`src/rtl/c2f_scheduler.sv`:
```
// c2f_scheduler: runs one C2f block (cv1, N bottlenecks, cv2) on a shared conv engine.
// Define C2F_SCHED_PERF_EN to add the saturating busy-cycle counter perf_cycles.
module c2f_scheduler #(
  parameter int IN_CH     = 1,
  parameter int OUT_CH    = 1,
  parameter int MID_CH    = 1,
  parameter int N         = 1,
  parameter int MAP_WORDS = 1,
  parameter int ADDR_W    = 16,
  parameter int CH_W      = 10
) (
  input  logic              clk,
  input  logic              rst_n,
  input  logic              start,
  input  logic [ADDR_W-1:0] in_base,
  input  logic [ADDR_W-1:0] out_base,
  input  logic [ADDR_W-1:0] wrk_base,
  output logic              busy,
  output logic              done,
  output logic              cmd_valid,
  input  logic              cmd_ready,
  output logic [ADDR_W-1:0] cmd_src,
  output logic [ADDR_W-1:0] cmd_dst,
  output logic [CH_W-1:0]   cmd_in_ch,
  output logic [CH_W-1:0]   cmd_out_ch,
  output logic [1:0]        cmd_k,
  output logic [3:0]        cmd_wsel,
  input  logic              eng_done
`ifdef C2F_SCHED_PERF_EN
  ,
  output logic [31:0]       perf_cycles
`endif
);

  typedef enum logic [1:0] {IDLE, ISSUE, WAIT, FINISH} state_t;

  localparam longint SLOT = longint'(MID_CH) * longint'(MAP_WORDS);
  localparam logic [3:0] LAST = 4'(2 * N + 1);
  localparam logic [CH_W-1:0] CH_IN   = CH_W'(IN_CH);
  localparam logic [CH_W-1:0] CH_OUT  = CH_W'(OUT_CH);
  localparam logic [CH_W-1:0] CH_MID  = CH_W'(MID_CH);
  localparam logic [CH_W-1:0] CH_2MID = CH_W'(2 * MID_CH);
  localparam logic [CH_W-1:0] CH_CAT  = CH_W'((2 + N) * MID_CH);

  function automatic logic [ADDR_W-1:0] slot_at(
    input logic [ADDR_W-1:0] base,
    input logic [3:0]        k
  );
    return base + ADDR_W'(64'(k) * 64'(SLOT));
  endfunction

  state_t            state;
  logic [3:0]        op_idx;
  logic [ADDR_W-1:0] in_q, out_q, wrk_q;

  logic [3:0]        nxt_op;
  logic [ADDR_W-1:0] b_in, b_out, b_wrk, scr;
  logic [ADDR_W-1:0] n_src, n_dst;
  logic [CH_W-1:0]   n_in, n_out;
  logic [1:0]        n_k;
  logic              load;

  // Operands of the next command come from the live inputs when launching
  always_comb begin
    if (state == IDLE) begin
      nxt_op = 4'd0;
      b_in   = in_base;
      b_out  = out_base;
      b_wrk  = wrk_base;
    end else begin
      nxt_op = op_idx + 4'd1;
      b_in   = in_q;
      b_out  = out_q;
      b_wrk  = wrk_q;
    end
    scr = slot_at(b_wrk, 4'(2 + N));
  end

  always_comb begin
    n_src = '0;
    n_dst = '0;
    n_in  = CH_MID;
    n_out = CH_MID;
    n_k   = 2'd3;
    unique case (1'b1)
      (nxt_op == 4'd0): begin
        n_src = b_in;
        n_dst = b_wrk;
        n_in  = CH_IN;
        n_out = CH_2MID;
        n_k   = 2'd1;
      end
      (nxt_op == LAST): begin
        n_src = b_wrk;
        n_dst = b_out;
        n_in  = CH_CAT;
        n_out = CH_OUT;
        n_k   = 2'd1;
      end
      (nxt_op[0] && nxt_op != LAST): begin
        n_src = slot_at(b_wrk, (nxt_op + 4'd1) >> 1);
        n_dst = scr;
      end
      default: begin
        n_src = scr;
        n_dst = slot_at(b_wrk, (nxt_op >> 1) + 4'd1);
      end
    endcase
  end

  assign load = (state == IDLE && start) ||
                (state == WAIT && eng_done && op_idx != LAST);

  always_ff @(posedge clk or negedge rst_n) begin
    if (!rst_n) begin
      state     <= IDLE;
      op_idx    <= 4'd0;
      in_q      <= '0;
      out_q     <= '0;
      wrk_q     <= '0;
      busy      <= 1'b0;
      done      <= 1'b0;
      cmd_valid <= 1'b0;
    end else begin
      done <= 1'b0;
      unique case (state)
        IDLE: if (start) begin
          state     <= ISSUE;
          op_idx    <= 4'd0;
          in_q      <= in_base;
          out_q     <= out_base;
          wrk_q     <= wrk_base;
          busy      <= 1'b1;
          cmd_valid <= 1'b1;
        end
        ISSUE: if (cmd_ready) begin
          state     <= WAIT;
          cmd_valid <= 1'b0;
        end
        WAIT: if (eng_done) begin
          if (op_idx == LAST) begin
            state <= FINISH;
            done  <= 1'b1;
          end else begin
            op_idx    <= op_idx + 4'd1;
            state     <= ISSUE;
            cmd_valid <= 1'b1;
          end
        end
        FINISH: begin
          state <= IDLE;
          busy  <= 1'b0;
        end
        default: state <= IDLE;
      endcase
    end
  end

  always_ff @(posedge clk or negedge rst_n) begin
    if (!rst_n) begin
      cmd_src    <= '0;
      cmd_dst    <= '0;
      cmd_in_ch  <= '0;
      cmd_out_ch <= '0;
      cmd_k      <= '0;
      cmd_wsel   <= '0;
    end else if (load) begin
      cmd_src    <= n_src;
      cmd_dst    <= n_dst;
      cmd_in_ch  <= n_in;
      cmd_out_ch <= n_out;
      cmd_k      <= n_k;
      cmd_wsel   <= nxt_op;
    end
  end

`ifdef C2F_SCHED_PERF_EN
  always_ff @(posedge clk or negedge rst_n) begin
    if (!rst_n)
      perf_cycles <= '0;
    else if (state == IDLE && start)
      perf_cycles <= '0;
    else if (busy && perf_cycles != 32'hFFFF_FFFF)
      perf_cycles <= perf_cycles + 32'd1;
  end
`endif

endmodule
```
`config.mk`:
```
export PLATFORM = sky130hd
export DESIGN_NAME = c2f_scheduler
export DESIGN_NICKNAME = d
export VERILOG_FILES = /design/src/rtl/c2f_scheduler.sv
export SDC_FILE = /design/constraint.sdc
export NUM_CORES = 1
export LEC_CHECK = 0
export BUFFER_PORTS_ARGS = -buffer_cell sky130_fd_sc_hd__buf_4
export CORE_MARGIN = 2
export CORE_UTILIZATION = 35
export CTS_CLUSTER_DIAMETER = 120
export DETAILED_ROUTE_END_ITERATION = 10
export PLACE_DENSITY = 0.59
export SYNTH_ARGS = -nofsm -noshare
export SYNTH_HDL_FRONTEND = slang
export SYNTH_SLANG_ARGS = --single-unit
```
`constraint.sdc`:
```
create_clock -name clk -period 9.95 [get_ports clk]
set_clock_uncertainty 0.1 [all_clocks]
set_input_delay 0.995 -clock clk [delete_from_list [all_inputs] [get_ports clk]]
set_output_delay 0.995 -clock clk [all_outputs]
set_load 0.01 [all_outputs]
```
Yosys cells after proc, flatten, opt, wreduce, memory -nomap -nowiden
Cells that the tools add are included.
{"block": "op_classes", "addsub": 6, "n_eq_ne": 11, "mux": 27, "n_reduce_logical": 16}
{"operator": "$pmux W16 S3", "n": 2}
{"operator": "$mux W16", "n": 3}
{"operator": "$add A16 B2 Y16 const B", "n": 1}
{"operator": "$add A16 B3 Y16", "n": 1}
{"operator": "$add A16 B4 Y16", "n": 1}
{"operator": "$mux W4", "n": 4}
{"operator": "$mux W2", "n": 7}
{"operator": "$add A4 B1 Y4 const B", "n": 2}
{"operator": "$eq A4 B2 Y1 const B", "n": 2}
{"operator": "$ne A2 B2 Y1 const B", "n": 4}
{"operator": "$ne A4 B2 Y1 const B", "n": 2}
{"operator": "$pmux W2 S4", "n": 1}
{"operator": "$pmux W4 S2", "n": 1}
{"operator": "$mux W1", "n": 7}
{"operator": "$reduce_and A5 Y1", "n": 1}
{"operator": "$add A3 B1 Y4 const B", "n": 1}
{"operator": "$eq A2 B2 Y1 const B", "n": 2}
{"operator": "$logic_and A1 B1 Y1", "n": 4}
{"operator": "$logic_not A4 Y1", "n": 1}
{"operator": "$reduce_and A2 Y1", "n": 2}
{"operator": "$reduce_and A4 Y1", "n": 1}
{"operator": "$reduce_bool A2 Y1", "n": 2}
{"operator": "$pmux W1 S3", "n": 1}
{"operator": "$reduce_and A3 Y1", "n": 1}
{"operator": "6 further kinds", "n": 6}
{"block": "word_totals", "reg_bits": 115, "elab_cells": 74}

Longest topological paths before layout
Gate-level depths: netlist of the first run.
{"block": "depth", "depth_word": 5, "depth_mapped": 20, "ltp_nobuf": 14}

Worst setup path before layout of the first run
Ideal clock, no wire load.
{"block": "synth_path", "path_type": "reg2reg", "start": "register state[1]", "end": "register cmd_src[12]", "setup_time_ps": 124, "t_arrival_ps": 3572, "path_slack_ps": 6153, "stages_incl_launch_ff": 21, "period_less_slack_ps": 3797, "path_cell_list": "dfrtp_1 or2_2 buf_2 nand2b_1 buf_2 inv_1 clkbuf_1 ha_1 buf_1 clkbuf_1 nor2_1 or2_2 inv_1 fa_1 nor2b_1 or2_2 clkbuf_1 nand4_1 xnor2_1 a211oi_1 nor2_1"}
{"block": "synth_between", "elab_chain_cells": 5}
{"element": "start, declared", "line": "52", "text": "state_t state;"}
{"element": "start signal, assigned", "line": "116", "text": "state <= IDLE;"}
{"element": "start signal, assigned", "line": "128", "text": "state <= ISSUE;"}
{"element": "start signal, assigned", "line": "137", "text": "state <= WAIT;"}
{"element": "$logic_not A2 Y1 *", "line": "65", "text": "if (state == IDLE) begin"}
{"element": "$mux W4 *", "line": "65"}
{"element": "via nxt_op[0]", "line": "56", "text": "logic [3:0] nxt_op;"}
{"element": "$add A4 B1 Y4 or $ne A4 B2 Y1 (tied branches)", "line": "101, 100"}
{"element": "$add A16 B3 Y16 or $logic_and A1 B1 Y1 (tied branches)", "line": "49, 100"}
{"element": "$pmux W16 S3 *", "line": "85", "text": "unique case (1'b1)"}
{"element": "end signal, assigned", "line": "168", "text": "cmd_src <= n_src;"}
{"element": "end, declared", "line": "22", "text": "output logic [ADDR_W-1:0] cmd_src,"}
The timed path passes the listed nets; every way through them passes the cells marked *.
A chain may end at the register's enable or synchronous reset.

Worst setup path in the final report of the first run
{"block": "layout_path", "start": "register state[0]", "end": "register cmd_src[12]"}
{"block": "layout_between", "elab_chain_cells": 5}
{"element": "$logic_not A2 Y1", "line": "65, 111"}
{"element": "$mux W4", "line": "65"}
{"element": "$add A4 B1 Y4 or $ne A4 B2 Y1 (tied branches)", "line": "101, 100"}
{"element": "$add A16 B3 Y16 or $logic_and A1 B1 Y1 (tied branches)", "line": "49, 100"}
{"element": "$pmux W16 S3", "line": "85"}
Several ways; a longest one is shown, not always the timed one.

==> flow_summary.yaml, run 1 <==
timing:
  setup_ws_ps: 5630
  fin_crit_sh_pct: 43.4
  fmax_mhz: 232
  hold_viol: 0
  finalCriticalPeriod_ps: 4320
  setup_viol: 0
  final-max-slew-violation-count: 0
  rsz0062_at_grt: "false"
  finalSetupTns_ps: 0
  relSlewSlack_pct: 24.4
  tightest_slew_ps: 1130
  hold_ws_ps: 369
critical_path:
  rrSetupSlack_ps: 5630
  path_class: "reg2reg"
  r2r_end: "cmd_src[12]$_DFFE_PN0P_"
  crit_fanout: 19
  reg2reg_depth: 14
  critPathRequiredTime_ps: 10100
  cp.arrival_ps: 4470
  timing.rr.start: "state[0]$_DFFE_PN0P_"
  startpoint_type: "flop"
  crit_path_end_kind: "flop"
worst_hold_path:
  hold_path_class: "reg2reg"
  worst_hold_path.num_cells: 2
  min_to: "cmd_src[1]$_DFFE_PN0P_"
  hold_path.startpoint: "cmd_src[1]$_DFFE_PN0P_"
global_routing:
  met1_usage_pct: 35.8
  grt_use_met3_pct: 4.48
  grt_pass1_vias: 5876
  grt_max_degree: 58
  grt_pass1_wl_um: 35500
  antenna_found_initial: 0
  busiest_layer: "met1"
  gr-total-overflow: 0
  met2_usage_pct: 33.5
  track_usage_pct: 23.4
synth:
  syn_inst: 807
  synth.distinct_cells: 64
  yosys_warnings: 0
  syn_avg_cell_area_um2: 8.10
  synth_simple_gate_area_share_pct: 22.7
  synthFlopType: "dfrtp_1"
  synth-seq-area-share_pct: 37.5
  synth_area_um2: 6530
  synthAdderAreaFrac_pct: 2.53
  ys_seq_elements: 98
  synth-compound-area-share_pct: 21.4
  synth-edff-count: 0
  synth_xor_area_share_pct: 4.16
  async_flop_share_pct: 100
  synth_top_family_by_area: "simple AND/OR/NAND/NOR gates"
  synthMuxAreaShare_pct: 5.23
detailed_routing:
  ant_nets: 0
  routed_via_density: 5.63
  first_pass_iters: 6
  routed_wl_um: 22800
  drtIter0Drc: 506
  num_vias: 6247
  drt-wirelength-per-cell_um: 20.6
  drc: 0
layout:
  final_nets: 940
  fin_util_pct: 42.4
  drive_above_1_share_pct: 17.6
  synthToLayoutAreaGrowth_pct: 17.6
  num_antenna_cells: 0
  fillers: 1883
floorplanning:
  die_width_um: 141
  start_util_pct: 36.0
  dieArea_um2: 19800
  design.core.area_um2: 18100
  die_h_um: 141
  rows: 49
  ios: 114
placed_design:
  gp_congestion: 0.971
  post-place-ws_ps: 5700
  io_buffers: 97
  hpwl_um: 16800
power:
  leakagePower_nw: 3.50
  pwr_density_cell_nw_per_um2: 380
  vdd_drop_max_uv: 188
clock_tree:
  cts.sinks: 98
  cts_resized: 0
  clock_latency_ps: 360
  cts-htree-levels: 3
  clk_pin_slew_ps: 70
  cts_tree: "yes"
  cts_buffers: 9
  clk_root_buffer_cell: "clkbuf_16"
  clock_path_buffers: 2
  post_cts_buffers: 0
  hold_buffers: 0
flow_run:
  cap_viol_max_count: 0
outcome:
  outcome: "complete, no violations"
flip-flops by register name, indices dropped and copies added, names as in the netlist:
signal      count
cmd_wsel        4
in_q           16
done            1
cmd_valid       1
out_q          16
op_idx          4
cmd_k           2
wrk_q          16
cmd_dst        16
state           2
cmd_out_ch      2
cmd_in_ch       1
cmd_src        16
busy            1
cells in the mapped netlist (11+ instances only):
master | n | area (µm²)
nand2_1 | 218 | 818
dfrtp_1 | 98 | 2450
o21ai_0 | 48 | 240
nor2_1 | 47 | 176
a21oi_1 | 44 | 220
clkbuf_1 | 27 | 101
mux2i_1 | 24 | 240
o22ai_1 | 22 | 138
buf_2 | 19 | 95.1
buf_4 | 18 | 135
xnor2_1 | 18 | 158
o211ai_1 | 15 | 113
a22oi_1 | 13 | 97.6
xor2_1 | 13 | 114
inv_1 | 12 | 45.0
a211oi_1 | 11 | 82.6
o21ai_1 | 11 | 55.1
worst max-delay path: stages (launching register included):
cell,delay [ps]
dfrtp_1,330
or2_2,380
nand2b_1,280
inv_1,470
ha_1,690
o21a_1,320
or2_2,170
inv_1,50
fa_1,430
nor2b_1,150
or2_2,220
nand4_1,130
xnor2_1,170
a211oi_1,240
nor2_1,70
placed cells by master, fill, tap and decap left out, types with 4 or more instances in the layout:
cell type	Yosys	layout
ha_1	10	10
a21oi_1	44	43
o21ai_1	11	11
o31ai_1	4	4
buf_4	18	111
xor2_1	13	13
xnor2_1	18	18
mux2_2	9	9
a221oi_1	8	8
and2_1	8	8
o21ai_0	48	48
clkbuf_16	0	9
nand2_1	218	218
o21a_1	5	5
and3_1	4	4
nand3_1	10	10
conb_1	1	16
inv_1	12	12
nor2_1	47	46
nand4bb_1	10	10
nand4_1	7	7
a31oi_1	8	8
nor2b_1	4	4
dfrtp_1	98	98
a22oi_1	13	13
a211oi_1	11	11
mux2i_1	24	24
o211ai_1	15	15
o22ai_1	22	22
stage by stage:
stage	cell area [µm²]	power, mW	std cells
detailed placement	7360	2.50	1093
global route	7690	3.13	1109
global placement	7360	2.50	1093
finish	7690	2.92	1109
floorplan	6590	1.88	822
CTS	7690	2.90	1109
per-layer routing:
layer  vias to the layer above  share of wire [%]
met5                         -                  0
met4                         0                1.6
met3                        27                7.5
met2                       259                 42
met1                      3013                 49
li1                       2948                  -
final cells by class:
type	count	area, µm²	share of cell area, %
Clock inverter	4	73.8	0.960
Multi-Input combinational cell	641	3730	48.5
Timing Repair Buffer	111	833	10.8
Sequential cell	98	2450	31.9
Tap cell	229	287	3.73
Inverter	14	52.6	0.684
Clock buffer	12	256	3.34
worst max-delay path by stage:
stage,from,end,slack (ps),cells past startpoint
detailed placement,state[1]$_DFFE_PN0P_,cmd_src[12]$_DFFE_PN0P_,5700,14
CTS,state[1]$_DFFE_PN0P_,cmd_src[12]$_DFFE_PN0P_,5690,14
global route,state[1]$_DFFE_PN0P_,cmd_src[12]$_DFFE_PN0P_,5340,14
floorplan,state[1]$_DFFE_PN0P_,cmd_src[12]$_DFFE_PN0P_,6150,20
global placement,state[1]$_DFFE_PN0P_,cmd_src[12]$_DFFE_PN0P_,5720,14
finish,state[0]$_DFFE_PN0P_,cmd_src[12]$_DFFE_PN0P_,5630,14
report_power, final:
| group | total (mW) | internal [mW] | switching (mW) | leakage (nW) |
|---|---|---|---|---|
| logic | 1.83 | 0.658 | 1.18 | 2.14 |
| registers | 0.694 | 0.584 | 0.110 | 1.19 |
| clock network | 0.392 | 0.234 | 0.158 | 0.163 |
cell families (layout without fill, tap and decap cells):
| kind of cell | after synthesis | count (layout) |
|---|---|---|
| other | 1 | 16 |
| DFF | 98 | 98 |
| adders and majority gates | 12 | 12 |
| AOI/OAI and AO/OA | 215 | 215 |
| xor gates and xnor gates | 31 | 31 |
| muxes | 33 | 33 |
| buffers and inverters | 83 | 141 |
| and+or+nand+nor | 334 | 334 |
Note: power is estimated with default switching activity, not from simulation.
==> inputs of run 2 (changes only) <==
ABC_AREA = 1   (was default)
PLACE_DENSITY = 0.61   (was 0.59)
clock period = 3.73 ns   (was 9.95 ns; I/O delays follow)
==> run 2 against run 1 <==
  * Critical path depth up 4
  * Cell area up 5.5%
  * Total power rose to 2.8 times the previous value
  * Sequential share of layout area down 1.7 points
  * Combinational power rose to 3.0 times the previous value
  * Synthesized area up 6.9%
==> flow_summary.yaml, run 2 <==
synth:
  synth.distinct_cells: 40
  syn_avg_cell_area_um2: 7.01
  synthFlopType: "dfrtp_1"
  syn_inst: 997
  yosysTopAreaCell: "dfrtp_1"
  synth_most_common_cell: "nand2_1"
  synth_area_um2: 6980
  ys_seq_elements: 98
  synth_common_cells: "nand2_1, dfrtp_1, inv_1"
  synth-seq-area-share_pct: 35.1
  async_flop_share_pct: 100
  yosys_warnings: 0
  synth_area_leaders: "dfrtp_1, nand2_1, o21ai_0"
  netlist.area_leader.share_pct: 35.1
  synth-edff-count: 0
timing:
  fin_crit_sh_pct: 88.9
  finalCriticalPeriod_ps: 3310
  tightest_slew_ps: 840
  rsz0062_at_grt: "false"
  finalSetupTns_ps: 0
  final-max-slew-violation-count: 0
  hold_viol: 0
  hold_ws_ps: 113
  fmax_mhz: 302
  setup_viol: 0
  relSlewSlack_pct: 43.9
critical_path:
  crit_path_cell_trace: "nor2_4, nor2_2, ha_1, nand2_1, inv_2, nor2_1, inv_1, ha_1, nand3_1, nand3_1, nand2_1, nor2_1, nand2_2, o21ai_2, nand3_1, nand2_1, nand2_1, o21ai_2"
  crit_cells: 18
  crit_slowest_cell: "dfrtp_1"
  timing.rr.start: "state[1]$_DFFE_PN0P_"
  crit_path_end_kind: "flop"
  path_class: "reg2reg"
  rrSetupSlack_ps: 420
  endpoint: "cmd_src[11]$_DFFE_PN0P_"
  cpPeakStageDelay_ps: 460
  r2r_end: "cmd_src[11]$_DFFE_PN0P_"
  crit_fanout: 13
  critPathBufInv: 2
  reg2reg_depth: 18
  startpoint_type: "flop"
  critPathRequiredTime_ps: 3930
  critPathMostFrequentCell: "nand2_1"
  cp.arrival_ps: 3510
  critical_path.top_delay_family: "simple AND/OR/NAND/NOR gates"
  critPathLaunch: "state[1]$_DFFE_PN0P_"
global_routing:
  grt_max_degree: 79
  grt_pass1_wl_um: 33900
  gr-total-overflow: 0
  grt_pass1_vias: 6121
  antenna_found_initial: 0
  track_usage_pct: 20.3
floorplanning:
  design.core.area_um2: 19500
  ios: 114
  start_util_pct: 35.8
  die_width_um: 145
  rows: 51
  die_h_um: 145
  dieArea_um2: 21100
layout:
  regArea_um2: 2450
  final_nets: 1133
  final_common_cell: "nand2_1"
  final_area_um2: 8110
  num_antenna_cells: 0
  multi_input_area_um2: 3810
  final_cell_mix: "nand2_1, buf_4, dfrtp_1, inv_1, o21ai_0"
  fillers: 2120
  synthToLayoutAreaGrowth_pct: 16.1
  drive_above_1_share_pct: 19.5
detailed_routing:
  routed_wl_um: 21100
  first_pass_iters: 5
  num_vias: 6490
  drt-wirelength-per-cell_um: 15.8
  routed_via_density: 4.85
  drc: 0
  drtIter0Drc: 467
  ant_nets: 0
placed_design:
  gp_congestion: 0.888
  place_area_um2: 7790
  io_buffers: 97
  hpwl_um: 15400
power:
  pwr_density_cell_nw_per_um2: 1020
  leakagePower_nw: 4.03
  vdd_drop_max_uv: 360
clock_tree:
  cts_buffers: 9
  clock_path_buffers: 2
  clk_root_buffer_cell: "clkbuf_16"
  cts.sinks: 98
  clk_pin_slew_ps: 70
  cts_tree: "yes"
  cts-htree-levels: 3
  clock_latency_ps: 370
  post_cts_buffers: 0
outcome:
  outcome: "complete, no violations"
flow_run:
  cap_viol_max_count: 0
worst_hold_path:
  hold_path_class: "in2reg"
-- run 2: cell count changes after synthesis, moves of 12 or more --
cell and change:
a21oi_1 -14, a22oi_1 -13, inv_1 +84, mux2i_1 -24, nand2_1 +118, nand2_2 +22
nand3_1 +50, nor2_2 +12, o21ai_0 +42, o22ai_1 -22, xnor2_1 -16
-- run 2: worst min path at each step --
| stage | startpoint | endpoint | cells past startpoint |
|---|---|---|---|
| 2_1_floorplan | rst_n | busy$_DFFE_PN0P_ | 0 |
| 3_3_place_gp | in_q[14]$_DFFE_PN0P_ | in_q[14]$_DFFE_PN0P_ | 2 |
| 3_5_place_dp | rst_n | in_q[2]$_DFFE_PN0P_ | 1 |
| 4_1_cts | out_base[12] | out_q[12]$_DFFE_PN0P_ | 3 |
| 5_1_grt | in_base[2] | in_q[2]$_DFFE_PN0P_ | 3 |
| 6_report | out_base[12] | out_q[12]$_DFFE_PN0P_ | 3 |
-- run 2: cell families after synthesis --
kind of cell    share of synthesized area [%]
compound gates                           13.0
fa+ha+maj                                2.36
xor+xnor                                 2.13
simple gates                             35.8
other cells                            0.0537
buf+inv                                  11.5
flops                                    35.1
-- run 2: worst register-to-register path, stage by stage, from the launching register on --
cell     delay, ps
dfrtp_1        460
nor2_4         330
nor2_2         130
ha_1           230
nand2_1        120
inv_2           50
nor2_1         190
inv_1           70
ha_1           270
nand3_1         70
nand3_1        120
nand2_1         90
nor2_1         410
nand2_2        130
o21ai_2        120
nand3_1         70
nand2_1         90
nand2_1         60
o21ai_2        140
-- run 2: final cells by class --
class	instances	area share [%]
clock buffers	13	3.33
clock inverters	2	0.432
inverters	105	4.86
multi-input cells	747	47.0
flip-flops and latches	98	30.2
well taps	265	4.09
repair buffers	107	10.1
-- run 2: power breakdown --
part	switching [mW]	internal (mW)
registers	0.268	1.57
clock network	0.425	0.571
logic	3.70	1.75
-- run 2: through the flow --
stage               util (%)  power, mW  worst slack, ps  std cells
floorplan                  -       5.78              530       1012
global placement        39.9       7.26              541       1321
CTS                     41.5       8.32              456       1337
detailed placement      39.9       7.30              477       1321
finish                  41.5       8.28              415       1337
global route            41.5       9.07              145       1337
-- run 2: metal layers --
metal / wire length (µm) / GRT usage, % / share of wire (%) / vias to the layer above
met4: 386 / 6.18 / 1.8 / 0
met1: 9620 / 27.7 / 46 / 3013
met2: 9910 / 33.2 / 47 / 181
met5: 0 / 0 / 0 / -
met3: 1140 / 3.24 / 5.4 / 26
li1: - / - / - / 3270
-- run 2: repair_timing --
action                                 CTS  global route
endpoints found under the hold margin   48             0
hold buffers                             1             0
resized for setup                        0             0
==> inputs of run 3 (changes only) <==
REMOVE_ABC_BUFFERS = 1   (was default)
==> run 3 against run 2 <==
  * Wire length fell by 6.5%
  * Die area did not move
  * Worst setup slack got worse by 14 ps
  * Highest routed layer unchanged
  * Total power fell by 2.3%
  * Critical path type unchanged
==> flow_summary.yaml, run 3 (same netlist as run 2, synthesis figures left out) <==
clock_tree:
  cts.sinks: 98
  clk_root_buffer_cell: "clkbuf_16"
  cts-htree-levels: 3
  clock_latency_ps: 360
  cts_tree: "yes"
  clk_pin_slew_ps: 70
  cts_resized: 0
  cts_buffers: 9
  hold_buffers: 0
  post_cts_buffers: 0
  clock_path_buffers: 2
timing:
  fin_crit_sh_pct: 89.2
  hold_viol: 0
  rsz0062_at_grt: "false"
  relSlewSlack_pct: 42.8
  setup_ws_ps: 401
  hold_ws_ps: 19.3
  finalCriticalPeriod_ps: 3330
  fmax_mhz: 300
  tightest_slew_ps: 858
  setup_viol: 0
  final-max-slew-violation-count: 0
critical_path:
  critPathRequiredTime_ps: 3870
  startpoint_type: "flop"
  critPathBufInv: 3
  crit_slowest_cell: "dfrtp_1"
  crit_fanout: 6
  cpPeakStageDelay_ps: 420
  path_class: "reg2reg"
  crit_path_end_kind: "flop"
  critical_path.top_delay_family: "adder cells"
  cp.arrival_ps: 3470
  crit_path_cell_trace: "ha_1, inv_1, nor2_1, inv_1, ha_1, ha_1, inv_1, fa_1, o21ai_0, nand3_4, nor2_4, nand3_1, nand3_1, nand4_1, nand3_1, nand2_1"
placed_design:
  gp_congestion: 0.912
  place_area_um2: 7830
  hpwl_um: 14000
  io_buffers: 97
  post-place-ws_ps: 460
global_routing:
  grt_pass1_vias: 6188
  antenna_found_initial: 0
  grt_pass1_wl_um: 32400
  gr-total-overflow: 0
  track_usage_pct: 19.0
  grt_max_degree: 65
layout:
  drive_above_1_share_pct: 20.0
  fin_util_pct: 41.5
  final_area_um2: 8110
  final_nets: 1138
  num_antenna_cells: 0
  synthToLayoutAreaGrowth_pct: 16.2
  final_common_cell: "nand2_1"
  final_cell_mix: "nand2_1, buf_4, dfrtp_1, inv_1, o21ai_0"
outcome:
  outcome: "complete, no violations"
power:
  leakagePower_nw: 4.04
  pwr_density_cell_nw_per_um2: 997
  vdd_drop_max_uv: 516
detailed_routing:
  ant_nets: 0
  first_pass_iters: 5
  drc: 0
  routed_via_density: 4.83
  drt-wirelength-per-cell_um: 14.7
  routed_wl_um: 19700
  drtIter0Drc: 484
  num_vias: 6480
floorplanning:
  rows: 51
  die_h_um: 145
  ios: 114
  start_util_pct: 35.8
  dieArea_um2: 21100
  die_width_um: 145
  design.core.area_um2: 19500
flow_run:
  cap_viol_max_count: 0
worst_hold_path:
  hold_path_class: "in2async"
run 3: power by group:
part	total (mW)	internal [mW]	leakage, nW	switching, mW
Combinational	5.32	1.76	2.70	3.56
Sequential	1.83	1.57	1.20	0.258
Clock	0.940	0.516	0.142	0.425
run 3: stage by stage:
| step | cells | setup TNS (ps) | power (mW) |
|---|---|---|---|
| 5_1_grt | 1343 | 0 | 8.91 |
| 6_report | 1343 | 0 | 8.09 |
| 2_1_floorplan | 950 | -88830 | 5.46 |
| 4_1_cts | 1343 | 0 | 8.12 |
| 3_5_place_dp | 1327 | 0 | 7.14 |
| 3_3_place_gp | 1327 | 0 | 7.12 |
run 3: worst paths after layout:
kind,startpoint,to,slack (ps),cells past startpoint
max in group asynchronous,rst_n,in_q[10]$_DFFE_PN0P_,2670,2
worst max register to register,op_idx[0]$_DFFE_PN0P_,cmd_src[10]$_DFFE_PN0P_,400,16
worst min-delay path,rst_n,cmd_wsel[3]$_DFFE_PN0P_,20,1
min in group clk,out_base[7],out_q[7]$_DFFE_PN0P_,120,3
worst min register to register,out_q[12]$_DFFE_PN0P_,out_q[12]$_DFFE_PN0P_,370,2
worst max-delay path,op_idx[0]$_DFFE_PN0P_,cmd_src[10]$_DFFE_PN0P_,400,16
run 3: metal layers:
| metal | vias to the layer above | track usage [%] | wire (µm) |
|---|---|---|---|
| met5 | - | 0 | 0 |
| met4 | 0 | 7.25 | 485 |
| met3 | 30 | 3.21 | 1050 |
| met2 | 178 | 28.6 | 8530 |
| met1 | 2989 | 27.2 | 9630 |
| li1 | 3283 | - | - |
run 3: final cells by class:
cell class / count / area, µm²
flip-flops and latches: 98 / 2450
repair buffers: 112 / 841
inverters: 105 / 394
well taps: 265 / 332
clock inverters: 6 / 57.6
clock buffers: 10 / 229
multi-input cells: 747 / 3810
fillers: 2094 / 11400
run 3: worst reg2reg max path, delay by kind of cell (launching register included):
| family | cells | cell delay (ps) |
|---|---|---|
| flip-flops | 1 | 420 |
| adder cells (fa/ha/maj) | 4 | 1160 |
| AND/OR/NAND/NOR | 8 | 910 |
| AO/OA/AOI/OAI | 1 | 420 |
| buffers and inverters | 3 | 210 |
